## src/rtl/alu_op_sequencer.sv

```systemverilog
// rtl/alu_op_sequencer.sv - control sequencer for three-register ALU instructions
module alu_op_sequencer #(
   parameter int DATA_WIDTH  = 32,
   parameter int NUM_REGS    = 16,
   parameter int MEM_TIMEOUT = 15
) (
   input  logic                  clock,
   input  logic                  clear,
   input  logic                  start,
   input  logic [DATA_WIDTH-1:0] ir,
   input  logic                  mem_ack,
   output logic                  mem_rd,
   output logic                  pco,
   output logic                  pci,
   output logic                  inc_pc,
   output logic                  mari,
   output logic                  mdri,
   output logic                  mdro,
   output logic                  iri,
   output logic                  ryi,
   output logic                  zi,
   output logic                  zlo,
   output logic [1:0]            alu_op,
   output logic [NUM_REGS-1:0]   reg_out,
   output logic [NUM_REGS-1:0]   reg_in,
   output logic                  busy,
   output logic                  done,
   output logic                  illegal,
   output logic                  bus_error
);

   typedef enum logic [2:0] {IDLE, T0, T1, T2, T3, T4, T5, ERR} state_t;

   localparam logic [NUM_REGS-1:0] REG_ONE = {{(NUM_REGS-1){1'b0}}, 1'b1};

   state_t     state, state_next;
   logic [7:0] wait_cnt, wait_cnt_next;

   logic [4:0] opcode;
   logic [3:0] ra, rb, rc;
   logic [1:0] dec_op;
   logic       op_legal;
   logic       regs_legal;
   logic       unused_ir;

   assign opcode    = ir[31:27];
   assign ra        = ir[26:23];
   assign rb        = ir[22:19];
   assign rc        = ir[18:15];
   assign unused_ir = ^ir;

   assign regs_legal = ({1'b0, ra} < 5'(NUM_REGS)) &&
                       ({1'b0, rb} < 5'(NUM_REGS)) &&
                       ({1'b0, rc} < 5'(NUM_REGS));

   // opcode to ALU function; anything not listed is an illegal instruction
   always_comb begin
      op_legal = 1'b1;
      dec_op   = 2'b00;
      case (opcode)
         5'b00011: dec_op = 2'b00;
         5'b00100: dec_op = 2'b01;
         5'b00101: dec_op = 2'b10;
         5'b01011: dec_op = 2'b11;
         default:  op_legal = 1'b0;
      endcase
   end

   // state register and memory wait counter
   always_ff @(posedge clock) begin
      if (clear) begin
         state    <= IDLE;
         wait_cnt <= 8'd0;
      end else begin
         state    <= state_next;
         wait_cnt <= wait_cnt_next;
      end
   end

   // next state and strobe decode from the registered state
   always_comb begin
      state_next    = state;
      wait_cnt_next = wait_cnt;
      mem_rd        = 1'b0;
      pco           = 1'b0;
      pci           = 1'b0;
      inc_pc        = 1'b0;
      mari          = 1'b0;
      mdri          = 1'b0;
      mdro          = 1'b0;
      iri           = 1'b0;
      ryi           = 1'b0;
      zi            = 1'b0;
      zlo           = 1'b0;
      alu_op        = 2'b00;
      reg_out       = '0;
      reg_in        = '0;
      done          = 1'b0;
      illegal       = 1'b0;
      bus_error     = 1'b0;
      busy          = (state != IDLE);
      case (state)
         IDLE: begin
            if (start) state_next = T0;
         end
         T0: begin
            pco           = 1'b1;
            mari          = 1'b1;
            inc_pc        = 1'b1;
            zi            = 1'b1;
            wait_cnt_next = 8'd0;
            state_next    = T1;
         end
         T1: begin
            // PC+1 is written back once; later wait cycles only hold the request
            mem_rd = 1'b1;
            if (wait_cnt == 8'd0) begin
               zlo = 1'b1;
               pci = 1'b1;
            end
            if (mem_ack) begin
               mdri       = 1'b1;
               state_next = T2;
            end else if (wait_cnt == 8'(MEM_TIMEOUT)) begin
               state_next = ERR;
            end else begin
               wait_cnt_next = wait_cnt + 8'd1;
            end
         end
         T2: begin
            mdro       = 1'b1;
            iri        = 1'b1;
            state_next = T3;
         end
         T3: begin
            if (op_legal && regs_legal) begin
               reg_out    = REG_ONE << rb;
               ryi        = 1'b1;
               state_next = T4;
            end else begin
               illegal    = 1'b1;
               state_next = IDLE;
            end
         end
         T4: begin
            reg_out    = REG_ONE << rc;
            alu_op     = dec_op;
            zi         = 1'b1;
            state_next = T5;
         end
         T5: begin
            zlo        = 1'b1;
            reg_in     = REG_ONE << ra;
            done       = 1'b1;
            state_next = IDLE;
         end
         ERR: begin
            bus_error  = 1'b1;
            state_next = IDLE;
         end
         default: state_next = IDLE;
      endcase
   end

endmodule

```

## config.mk

```make
export PLATFORM = sky130hd
export DESIGN_NAME = alu_op_sequencer
export DESIGN_NICKNAME = d
export VERILOG_FILES = /design/src/rtl/alu_op_sequencer.sv
export SDC_FILE = /design/constraint.sdc
export NUM_CORES = 1
export LEC_CHECK = 0
export CAP_MARGIN = 25
export CORE_ASPECT_RATIO = 0.75
export CORE_MARGIN = 2
export CORE_UTILIZATION = 37
export CTS_BUF_LIST = sky130_fd_sc_hd__clkbuf_4 sky130_fd_sc_hd__clkbuf_8
export CTS_CLUSTER_DIAMETER = 50
export DETAILED_ROUTE_END_ITERATION = 10
export GPL_ROUTABILITY_DRIVEN = 0
export PLACE_DENSITY = 0.88
export SYNTH_ARGS = -nofsm -noshare
export SYNTH_HDL_FRONTEND = slang
export SYNTH_SLANG_ARGS = --single-unit
```

## constraint.sdc

```tcl
create_clock -name clock -period 4 [get_ports clock]
set_clock_uncertainty 0.15 [all_clocks]
set_input_delay 1 -clock clock [delete_from_list [all_inputs] [get_ports clock]]
set_output_delay 1 -clock clock [all_outputs]
set_load 0.02 [all_outputs]
```

==> After elaboration in Yosys (flattened, before gate mapping) <==
Index checks and enable logic that the tools add are counted.
{ "totals": {"input_bits": 36, "wordCells": 60, "romBits": 0, "out_inout_bits": 49, "mem_count": 0, "ram_bits": 0, "latch_bits": 0, "ff_bits": 11} }
{ "classes": {"order_cmp": 0, "eq_ne": 16, "n_addsub": 1, "mul": 0, "muxes": 29, "bitwise_logic": 0, "n_div": 0, "n_reduce_logical": 9, "n_shift": 3} }
{ "ops": {"columns": ["op", "n"], "rows": [
  ["$shl A1 B4 Y16 const A", 3],
  ["$mux W16", 2],
  ["$pmux W16 S2", 1],
  ["$pmux W3 S7", 1],
  ["$mux W8", 2],
  ["$pmux W8 S2", 1],
  ["$mux W1", 15],
  ["$eq A3 B3 Y1 const B", 4],
  ["$mux W3", 4],
  ["$eq A5 B3 Y1 const B", 2],
  ["$add A8 B1 Y8 const B", 1],
  ["$eq A8 B4 Y1 const B", 1],
  ["$logic_not A8 Y1", 1],
  ["$eq A3 B2 Y1 const B", 2],
  ["$ne A2 B2 Y1 const B", 3],
  ["$pmux W2 S3", 1],
  ["$eq A5 B2 Y1 const B", 1],
  ["$eq A5 B4 Y1 const B", 1],
  ["$reduce_or A2 Y1", 2],
  ["$reduce_or A4 Y1", 1],
  ["$eq A3 B1 Y1 const B", 1],
  ["$logic_not A3 Y1", 1],
  ["$ne A3 B3 Y1 const B", 1],
  ["$reduce_and A3 Y1", 1],
  ["other kinds (5)", 5]
]} }

==> Logic depth before layout (Yosys ltp) <==
Gate-level depths: netlist (run 1).
{ "depth": {"depth_word": 5, "ltp_mapped": 6, "depth_no_buf": 5} }

==> Least setup slack after synthesis (run 1) <==
Ideal clock, no wire load.
{ "synth_timing": {"path_type": "input port to output port", "from": "input port ir[28]", "to": "output port reg_out[6]", "t_arrival_ns": 2.585, "cell_stages": 4, "path_slack_ns": 0.265, "n_path_buf": 0, "required_time_ns": 2.850, "cell_sequence": "or3b_2 -> a211oi_2 -> nand3b_1 -> o22ai_1"} }
{ "synth_between": {"elab_chain_len": 5, "word_cells_on_any_way": 8, "cone_classes": "4 x eq/ne; 3 x mux; 1 x reduce/logical"} }
{ "synth_rtl": {"columns": ["item", "line_no", "rtl"], "rows": [
  ["start, declared", "10", "input logic [DATA_WIDTH-1:0] ir,"],
  ["$eq A5 B4 Y1, or another cell as far along", "60", "case (opcode)"],
  ["$reduce_or A4 Y1 (no line) (*)", null, null],
  ["$mux W1 (*)", "60", null],
  ["$mux W16 (*)", "136", "if (op_legal && regs_legal) begin"],
  ["$pmux W16 S2 (*)", "102", "case (state)"],
  ["end, declared", "24", "output logic [NUM_REGS-1:0] reg_out,"]
]} }
Mark *: on every way between the ends. The rest lies on a longest branch, timed or not.

==> Worst setup path in the final report (run 1) <==
{ "layout_timing": {"from": "input port ir[29]", "to": "output port reg_out[15]"} }
Same word-level chain as after synthesis.

==> results.yml, run 1 <==
timing:
  worst_pin_slew_ps: 691.7
  hold_viol: 0
  fin_crit_ps: 3918
  finalMaxSlewViolations: 0
  grt_setup_unrepaired: "true"
  timing.final.crit_share: 0.9794
  holdWs_ps: 372.8
  slew_headroom: 0.5377
  finalSetupViolations: 0
  clock.fmax_ghz: 0.2553
  fin_tns_setup_ps: 0
place:
  dp_hpwl_um: 2798
  dp.cells: 272
  place.port_buffers: 69
  placed_cell_area_sq_um: 1872
worst_hold_path:
  hold_path.class: "flop to flop"
detailed_routing:
  drt.antenna.violating_nets: 0
  routed_wl_um: 3560
  drc: 0
  drt-wirelength-per-cell_um: 12.81
  vias: 1478
  drtIter0Drc: 48
  routed_via_density: 5.317
  dr.pass1.iters: 4
clocking:
  hold_buffers: 0
  clockBufferDepth: 2
  numCtsBuffers: 3
  cts_tree: "done"
  root_buffer: "clkbuf_8"
  cts_htree_levels: 1
  clkSinkCount: 11
  cts.clk_slew.worst_paths_ps: 50
  insertion_delay_ps: 240
die:
  row_count: 17
  ioPinCount: 85
  die_w_um: 66.99
  die_h_um: 51.25
  initial_core_util: 0.3806
  dieArea_sq_um: 3433
  fp.coreArea_sq_um: 2893
yosys:
  synth_top_area_share: 0.2000
  async_flop_share: 0
  syn_area_per_cell_sq_um: 6.797
  synth_common_cells: "38 x nor2_1, 16 x nand2_1, 12 x o22ai_1, 11 x dfxtp_1"
  syn-num-nets: 200
  synth-seq-area-share: 0.2000
  synth-seq-cells: 11
  yosys-top-cells-area: "dfxtp_1 20%, nor2_1 13%, o22ai_1 6.8%, nand2_1 5.5%, nand2b_1 3.4%"
  yosysMostFrequentCell: "nor2_1"
  yosys.area.top_type: "dfxtp_1"
  synth_edf_count: 0
  synth_area_sq_um: 1101
  synth_cell_types: 42
  ys_warn_count: 0
  synthCells: 162
  ys.flop_type: "dfxtp_1"
setup_path:
  arrival_ps: 2770
  crit_path_end_kind: "output port"
  required_ps: 2850
  crit_path_max_fanout: 4
  path_class: "primary input to output port"
  cp_slowest_cell: "clkdlybuf4s50_1"
  critPathTopFamily: "buffers and inverters"
  critical_path_buf_inv_count: 2
  worstPathCellList: "clkdlybuf4s50_1 > or3b_4 > a211oi_4 > nand3_1 > o22ai_1 > clkdlybuf4s15_2"
  cp-start-kind: "primary input"
  cpPeakStageDelay_ps: 460
grt:
  grt-ovfl-total: 0
  grt_use_total: 0.2126
  antenna_found_initial: 0
  grt_first_pass_wirelength_um: 5623
  grt_pass1_vias: 1276
  grt_max_degree: 14
layout:
  design_area_sq_um: 1923
  final_util: 0.6648
  final_layout_size_suffix_gt1_frac: 0.1708
  area_growth_pct: 74.66
  multi_input_area_sq_um: 843.3
  layout.nets: 279
  fillers: 278
  finalNonFillerCells: 278
  n_antenna_cell: 0
  seq_area_sq_um: 220.2
power_and_ir_drop:
  pwr-share-comb: 0.338
  pwr-share-seq: 0.333
  p_clk_frac: 0.329
  p_int_mw: 0.2478
  power.net_switching_mw: 0.1045
  powerDensity_nw_per_um2: 183.2
  power_leakage_nw: 0.7613
  peakVddDrop_uv: 262.2
  swShare: 0.2967
run_status:
  status: "finished, final reports clean"
flow_run:
  maxCapViolations: 0
[logic make-up (layout without fill, tap and decap cells)]
group / after synthesis / in the layout / synth area share
buffers and inverters: 13 / 91 / 0.05567
AND/OR/NAND/NOR: 102 / 102 / 0.4795
multiplexers: 2 / 2 / 0.01818
adder cells (fa/ha/maj): 2 / 2 / 0.02272
XOR/XNOR: 6 / 6 / 0.04773
AO/OA/AOI/OAI: 26 / 26 / 0.1761
flip-flops: 11 / 11 / 0.2000
[final timing paths]
kind                                  from                       end  slack [ps]  cells after the start
hold reg to reg   wait_cnt[0]$_SDFFE_PP0P_  wait_cnt[0]$_SDFFE_PP0P_         370                      2
setup / recovery                    ir[29]               reg_out[15]          80                      6
setup reg to reg     state[2]$_SDFFE_PP0P_  wait_cnt[7]$_SDFFE_PP0P_        2090                      5
hold / removal    wait_cnt[0]$_SDFFE_PP0P_  wait_cnt[0]$_SDFFE_PP0P_         370                      2
[cell type report]
type                       count  share of cell area
timing repair buffer          80              0.3832
inverter                       7             0.01366
clock buffer                   4             0.02537
multi-input combinational    138              0.4385
sequential                    11              0.1145
tap                           38             0.02472
[worst min-delay path: stages, from the launching register on]
cell and delay, ps:
dfxtp_1 340, nand3_1 80, o31ai_1 60
[cell usage in the layout (no fill, tap or decap), types with 3 or more instances in the layout]
| cell type | netlist | final |
|---|---|---|
| buf_4 | 3 | 11 |
| clkbuf_2 | 0 | 6 |
| nor3_1 | 7 | 7 |
| dfxtp_1 | 11 | 11 |
| o22ai_1 | 12 | 11 |
| clkbuf_8 | 0 | 3 |
| nand3_1 | 6 | 6 |
| xor2_1 | 4 | 4 |
| nand2b_1 | 6 | 6 |
| clkdlybuf4s50_1 | 0 | 50 |
| clkdlybuf4s15_2 | 0 | 3 |
| nand3b_1 | 5 | 5 |
| dlygate4sd2_1 | 0 | 4 |
| nand2_1 | 16 | 16 |
| nor2_1 | 38 | 38 |
| nor3b_1 | 3 | 3 |
| inv_1 | 7 | 7 |
[power groups by stage]
| stage | combinational, mW | clock (mW) | sequential [mW] |
|---|---|---|---|
| final | 0.119 | 0.116 | 0.117 |
| after floorplan | 0.0597 | 0 | 0.117 |
| after global routing | 0.129 | 0.129 | 0.117 |
| after global placement | 0.115 | 0 | 0.119 |
| after detailed placement | 0.116 | 0 | 0.119 |
| after CTS | 0.118 | 0.119 | 0.117 |
[layer usage]
metal | wire (um) | track usage
met5 | 0 | 0
met4 | 45 | 0.07483
met3 | 285 | 0.05507
met2 | 1694 | 0.3567
met1 | 1535 | 0.2627
[metrics by stage]
| step | total power, mW | worst slack, ps |
|---|---|---|
| floorplan | 0.1770 | 264.8 |
| global placement | 0.2342 | -420.8 |
| finish | 0.3523 | 82.50 |
| CTS | 0.3539 | 1.438 |
| global route | 0.3755 | -13.68 |
| detailed placement | 0.2359 | -503.3 |
[flip-flops by register name, summed over array words and instances, names as in the netlist]
name      flops
state         3
wait_cnt      8
[timing repair]
| item | CTS | global route |
|---|---|---|
| endpoints found under the setup margin | 20 | 14 |
| buffers inserted | 1 | 1 |
| resized for setup | 40 | 21 |
| pin swaps | 0 | 2 |
Note: power is estimated with default switching activity, not from simulation.
==> inputs of run 2 (changes only) <==
--- a/config.mk
+++ b/config.mk
@@ -8,12 +8,12 @@
 export CAP_MARGIN = 25
 export CORE_ASPECT_RATIO = 0.75
 export CORE_MARGIN = 2
-export CORE_UTILIZATION = 37
-export CTS_BUF_LIST = sky130_fd_sc_hd__clkbuf_4 sky130_fd_sc_hd__clkbuf_8
+export CORE_UTILIZATION = 36
 export CTS_CLUSTER_DIAMETER = 50
 export DETAILED_ROUTE_END_ITERATION = 10
 export GPL_ROUTABILITY_DRIVEN = 0
-export PLACE_DENSITY = 0.88
+export PLACE_DENSITY = 0.86
+export SLEW_MARGIN = 10
 export SYNTH_ARGS = -nofsm -noshare
 export SYNTH_HDL_FRONTEND = slang
 export SYNTH_SLANG_ARGS = --single-unit
==> results.yml, run 2 (synthesis results as in run 1) <==
setup_path:
  required_ps: 2850
  cp-start-kind: "primary input"
  reg2regPathDepth: 5
  crit_path_end_kind: "output port"
  reg2reg_from: "state[2]$_SDFFE_PP0P_"
  crit_path_max_fanout: 4
  cpPeakStageDelay_ps: 470
  cp_slowest_cell: "clkdlybuf4s50_1"
  reg2reg_slack_ps: 2050
  arrival_ps: 2760
  reg2reg_to: "wait_cnt[7]$_SDFFE_PP0P_"
  path_class: "primary input to output port"
  worstPathCellList: "clkdlybuf4s50_1 > or3b_4 > a211oi_4 > nand3_2 > o22ai_1 > clkdlybuf4s15_2"
timing:
  slew_headroom: 0.4803
  finalSetupViolations: 0
  hold_viol: 0
  timing.final.crit_share: 0.9781
  finalMaxSlewViolations: 0
  clock.fmax_ghz: 0.2556
  worst_pin_slew_ps: 777.5
  fin_crit_ps: 3912
clocking:
  root_buffer: "clkbuf_8"
  insertion_delay_ps: 240
  clockBufferDepth: 2
  numCtsBuffers: 3
  hold_buffers: 0
  cts_htree_levels: 1
  cts.clk_slew.worst_paths_ps: 50
  clkSinkCount: 11
  cts_tree: "done"
power_and_ir_drop:
  power.net_switching_mw: 0.1070
  p_int_mw: 0.2406
  swShare: 0.3077
  pwr-share-comb: 0.343
  powerDensity_nw_per_um2: 182.1
  pwr-share-seq: 0.338
  p_clk_frac: 0.319
  power_leakage_nw: 0.7371
  peakVddDrop_uv: 193.5
detailed_routing:
  drc: 0
  drtIter0Drc: 32
  dr.pass1.iters: 4
  routed_wl_um: 3516
  routed_via_density: 5.182
  drt.antenna.violating_nets: 0
  vias: 1425
  drt-wirelength-per-cell_um: 12.79
die:
  ioPinCount: 85
  initial_core_util: 0.3751
  die_w_um: 67.86
  dieArea_sq_um: 3522
  die_h_um: 51.90
  row_count: 17
  fp.coreArea_sq_um: 2935
place:
  dp_hpwl_um: 2661
  place.port_buffers: 69
  dp.cells: 271
grt:
  grt_max_degree: 14
  grt_pass1_vias: 1194
  antenna_found_initial: 0
  grt_first_pass_wirelength_um: 5388
  grt-ovfl-total: 0
  grt_use_total: 0.1983
flow_run:
  maxCapViolations: 0
worst_hold_path:
  holdPathStages: 2
  hold_start: "wait_cnt[0]$_SDFFE_PP0P_"
  min_to: "wait_cnt[0]$_SDFFE_PP0P_"
  hold_path.class: "flop to flop"
layout:
  final_layout_size_suffix_gt1_frac: 0.1603
  layout.nets: 276
  n_antenna_cell: 0
  regMostFlops: "wait_cnt"
  area_growth_pct: 73.30
  final_cell_mix: "49 x clkdlybuf4s50_1, 38 x nor2_1, 16 x nand2_1, 11 x dfxtp_1, 10 x o22ai_1"
  mostFrequentLayoutCell: "clkdlybuf4s50_1"
  largest_reg_flops: 8
  finalNonFillerCells: 275
  largestRegisters: "wait_cnt (8), state (3)"
  final_util: 0.6500
run_status:
  status: "finished, final reports clean"
## run 2: worst max-delay path, delay by kind of cell
kind / cells / cell delay, ps
buffers and inverters: 2 / 760
and+or+nand+nor: 2 / 570
AOI/OAI and AO/OA: 2 / 420
## run 2: cell type report
class / count / area (sq um)
Clock buffer: 4 / 45.04
Fill cell: 268 / 1027
Inverter: 7 / 26.28
Multi-Input combinational cell: 138 / 854.6
Sequential cell: 11 / 220.2
Tap cell: 38 / 47.55
Timing Repair Buffer: 77 / 714.4
## run 2: timing repair
action | CTS | global route
resized for setup | 55 | 7
buffers inserted | 0 | 0
pin swaps | 2 | 3
endpoints found under the hold margin | 0 | 0
setup endpoints to repair | 20 | 17
## run 2: power groups by stage
stage	registers, mW	clock network, mW	logic (mW)
floorplan	0.117	0	0.0597
global route	0.118	0.121	0.129
detailed placement	0.119	0	0.116
finish	0.117	0.111	0.119
CTS	0.117	0.113	0.117
global placement	0.119	0	0.114
## run 2: worst max-delay path by stage
stage / start / end / slack, ps / depth (start not counted)
final: ir[29] / reg_out[7] / 90 / 6
after global routing: ir[29] / reg_out[1] / -20 / 7
after CTS: ir[29] / reg_out[13] / 4 / 6
after detailed placement: ir[29] / reg_out[3] / -430 / 6
after global placement: ir[29] / reg_out[2] / -430 / 6
after floorplan: ir[28] / reg_out[6] / 260 / 4
## run 2: layer usage
metal,vias up,part of all wire,track usage
li1,729,-,-
met1,627,0.43,0.2543
met2,65,0.47,0.3431
met3,4,0.092,0.05411
met4,0,0.0068,0.02000
met5,-,0,0
## run 2: stage by stage
step | setup TNS [ps] | power [mW] | worst slack (ps) | hold WS, ps | instance area [sq um]
global route | -40.63 | 0.3675 | -19.45 | 404.8 | 1908
detailed placement | -5962 | 0.2351 | -432.6 | 373.1 | 1864
global placement | -5781 | 0.2336 | -430.4 | 355.1 | 1864
finish | 0 | 0.3476 | 87.79 | 376.2 | 1908
CTS | 0 | 0.3473 | 3.678 | 383.7 | 1904
floorplan | 0 | 0.1770 | 264.8 | 332.4 | 1101
==> inputs of run 3 (changes only) <==
--- a/config.mk
+++ b/config.mk
@@ -5,7 +5,7 @@
 export SDC_FILE = /design/constraint.sdc
 export NUM_CORES = 1
 export LEC_CHECK = 0
-export CAP_MARGIN = 25
+export CAP_MARGIN = 5
 export CORE_ASPECT_RATIO = 0.75
 export CORE_MARGIN = 2
 export CORE_UTILIZATION = 36
==> results of run 3 <==
No change in the layout: final DEF, timing and power equal those of run 2.
==> variant (flow settings as in run 1) <==
Re-encode `state_t` (8 states) as Gray code, 3 bits wide.
--- a/src/rtl/alu_op_sequencer.sv
+++ b/src/rtl/alu_op_sequencer.sv
@@ -29,7 +29,7 @@
    output logic                  bus_error
 );
 
-   typedef enum logic [2:0] {IDLE, T0, T1, T2, T3, T4, T5, ERR} state_t;
+   typedef enum logic [2:0] {IDLE = 3'b000, T0 = 3'b001, T1 = 3'b011, T2 = 3'b010, T3 = 3'b110, T4 = 3'b111, T5 = 3'b101, ERR = 3'b100} state_t;
 
    localparam logic [NUM_REGS-1:0] REG_ONE = {{(NUM_REGS-1){1'b0}}, 1'b1};
 
Function: no difference found for any inputs over 10 cycles, from zero or initial values; not proved beyond that.
==> variant against run 1 <==
  * Final area grew 4.4%
  * Count of clock-buffer cells in the layout unchanged
  * Area after synthesis rose by 7.8%
  * Wire length is 19% higher
  * Sequential cell count unchanged
  * Worst setup slack gained 0.069 ns
  * Critical path type unchanged
  * Largest cell class unchanged
Power is not compared: it rests on default switching activity, and its combinational part moved more than twofold at a synthesized area within 25%.
==> variant: results (changes against run 1) <==
\begin{tabular}{lr}
\hline
Metric & Value \\
\hline
\multicolumn{2}{l}{\textbf{STA}} \\
\quad Clock period minus worst slack & 3.85 ns (was 3.92 ns) \\
\quad Worst hold slack & 0.370 ns (was 0.373 ns) \\
\quad Least-Margin Pin Slew & 0.521 ns (was 0.692 ns) \\
\multicolumn{2}{l}{\textbf{Detailed routing}} \\
\quad Length of routed met3 wiring & 334 um (was 285 um) \\
\quad Routed wirelength normalized by instance count & 14.3 um (was 12.8 um) \\
\quad Detailed-route wire length & 4230 um (was 3560 um) \\
\multicolumn{2}{l}{\textbf{Critical path}} \\
\quad Signal arrival time at the worst endpoint & 2.70 ns (was 2.77 ns) \\
\quad Critical path endpoint & alu\_op[0] (was reg\_out[15]) \\
\quad Reg-to-Reg Start & state[0]\$\_SDFFE\_PP0P\_ (was state[2]\$\_SDFFE\_PP0P\_) \\
\quad Endpoint of the worst-slack reg-to-reg timing path & wait\_cnt[5]\$\_SDFFE\_PP0P\_ (was wait\_cnt[7]\$\_SDFFE\_PP0P\_) \\
\quad Worst path max stage delay & 0.65 ns (was 0.46 ns) \\
\multicolumn{2}{l}{\textbf{Place}} \\
\quad DP Worst Slack & -0.449 ns (was -0.503 ns) \\
\quad Cell Count Post-Placement & 288 (was 272) \\
\quad Estimated wirelength of the detail-placed design & 3190 um (was 2800 um) \\
\multicolumn{2}{l}{\textbf{GRT}} \\
\quad Global routing met2 resource utilization & 39.6\% (was 35.7\%) \\
\quad Met3 Usage GRT & 5.90\% (was 5.51\%) \\
\quad Global-route wire length before repair & 6520 um (was 5620 um) \\
\quad Met1 track utilization from global routing & 26.5\% (was 26.3\%) \\
\quad Number of global-route vias before repair & 1447 (was 1276) \\
\quad Pin count of the biggest net entering global routing & 13 (was 14) \\
\quad Global Route Usage Sum & 21.9\% (was 21.3\%) \\
\multicolumn{2}{l}{\textbf{Yosys}} \\
\quad Share of the yosys chip area belonging to registers & 18.5\% (was 20.0\%) \\
\quad Mapped Cells & 181 (was 162) \\
\quad Most frequent cells after synthesis & sky130\_fd\_sc\_hd\_\_nand2\_1 (31), sky130\_fd\_sc\_hd\_\_nor2\_1 (26), sky130\_fd\_sc\_hd\_\_nand3\_1 (12), sky130\_fd\_sc\_hd\_\_dfxtp\_1 (11) (was sky130\_fd\_sc\_hd\_\_nor2\_1 (38), sky130\_fd\_sc\_hd\_\_nand2\_1 (16), sky130\_fd\_sc\_hd\_\_o22ai\_1 (12), sky130\_fd\_sc\_hd\_\_dfxtp\_1 (11)) \\
\multicolumn{2}{l}{\textbf{Layout}} \\
\quad Number of nets in the final layout & 296 (was 279) \\
\multicolumn{2}{l}{\textbf{Status}} \\
\quad Outcome & finished, final reports clean (unchanged) \\
\hline
\end{tabular}
-- variant: worst min-delay path: stages (launching register included) --
cell and delay [ns]:
sky130_fd_sc_hd__dfxtp_1 0.34, sky130_fd_sc_hd__nand3_1 0.08, sky130_fd_sc_hd__a21oi_1 0.06
-- variant: final cells by class --
| type | instances | area, um^2 |
|---|---|---|
| multi-input cells | 154 | 927 |
| repair buffers | 83 | 744 |
| clock buffers | 4 | 48.8 |
| flip-flops and latches | 11 | 220 |
| well taps | 38 | 47.5 |
| inverters | 5 | 18.8 |
| fillers | 271 | 992 |
-- variant: logic make-up after synthesis --
group	Yosys count	share of synthesized area [%]
AO/OA/AOI/OAI	36	20.9
adder cells (fa/ha/maj)	2	2.11
AND/OR/NAND/NOR	114	49.3
buffers and inverters	16	7.69
flip-flops	11	18.5
XOR/XNOR	2	1.48
-- variant: what timing repair did --
item	CTS	global route
setup endpoints to repair	18	17
pin swaps	2	3
cloned	0	0
gates resized for setup	78	17
setup buffers	2	1
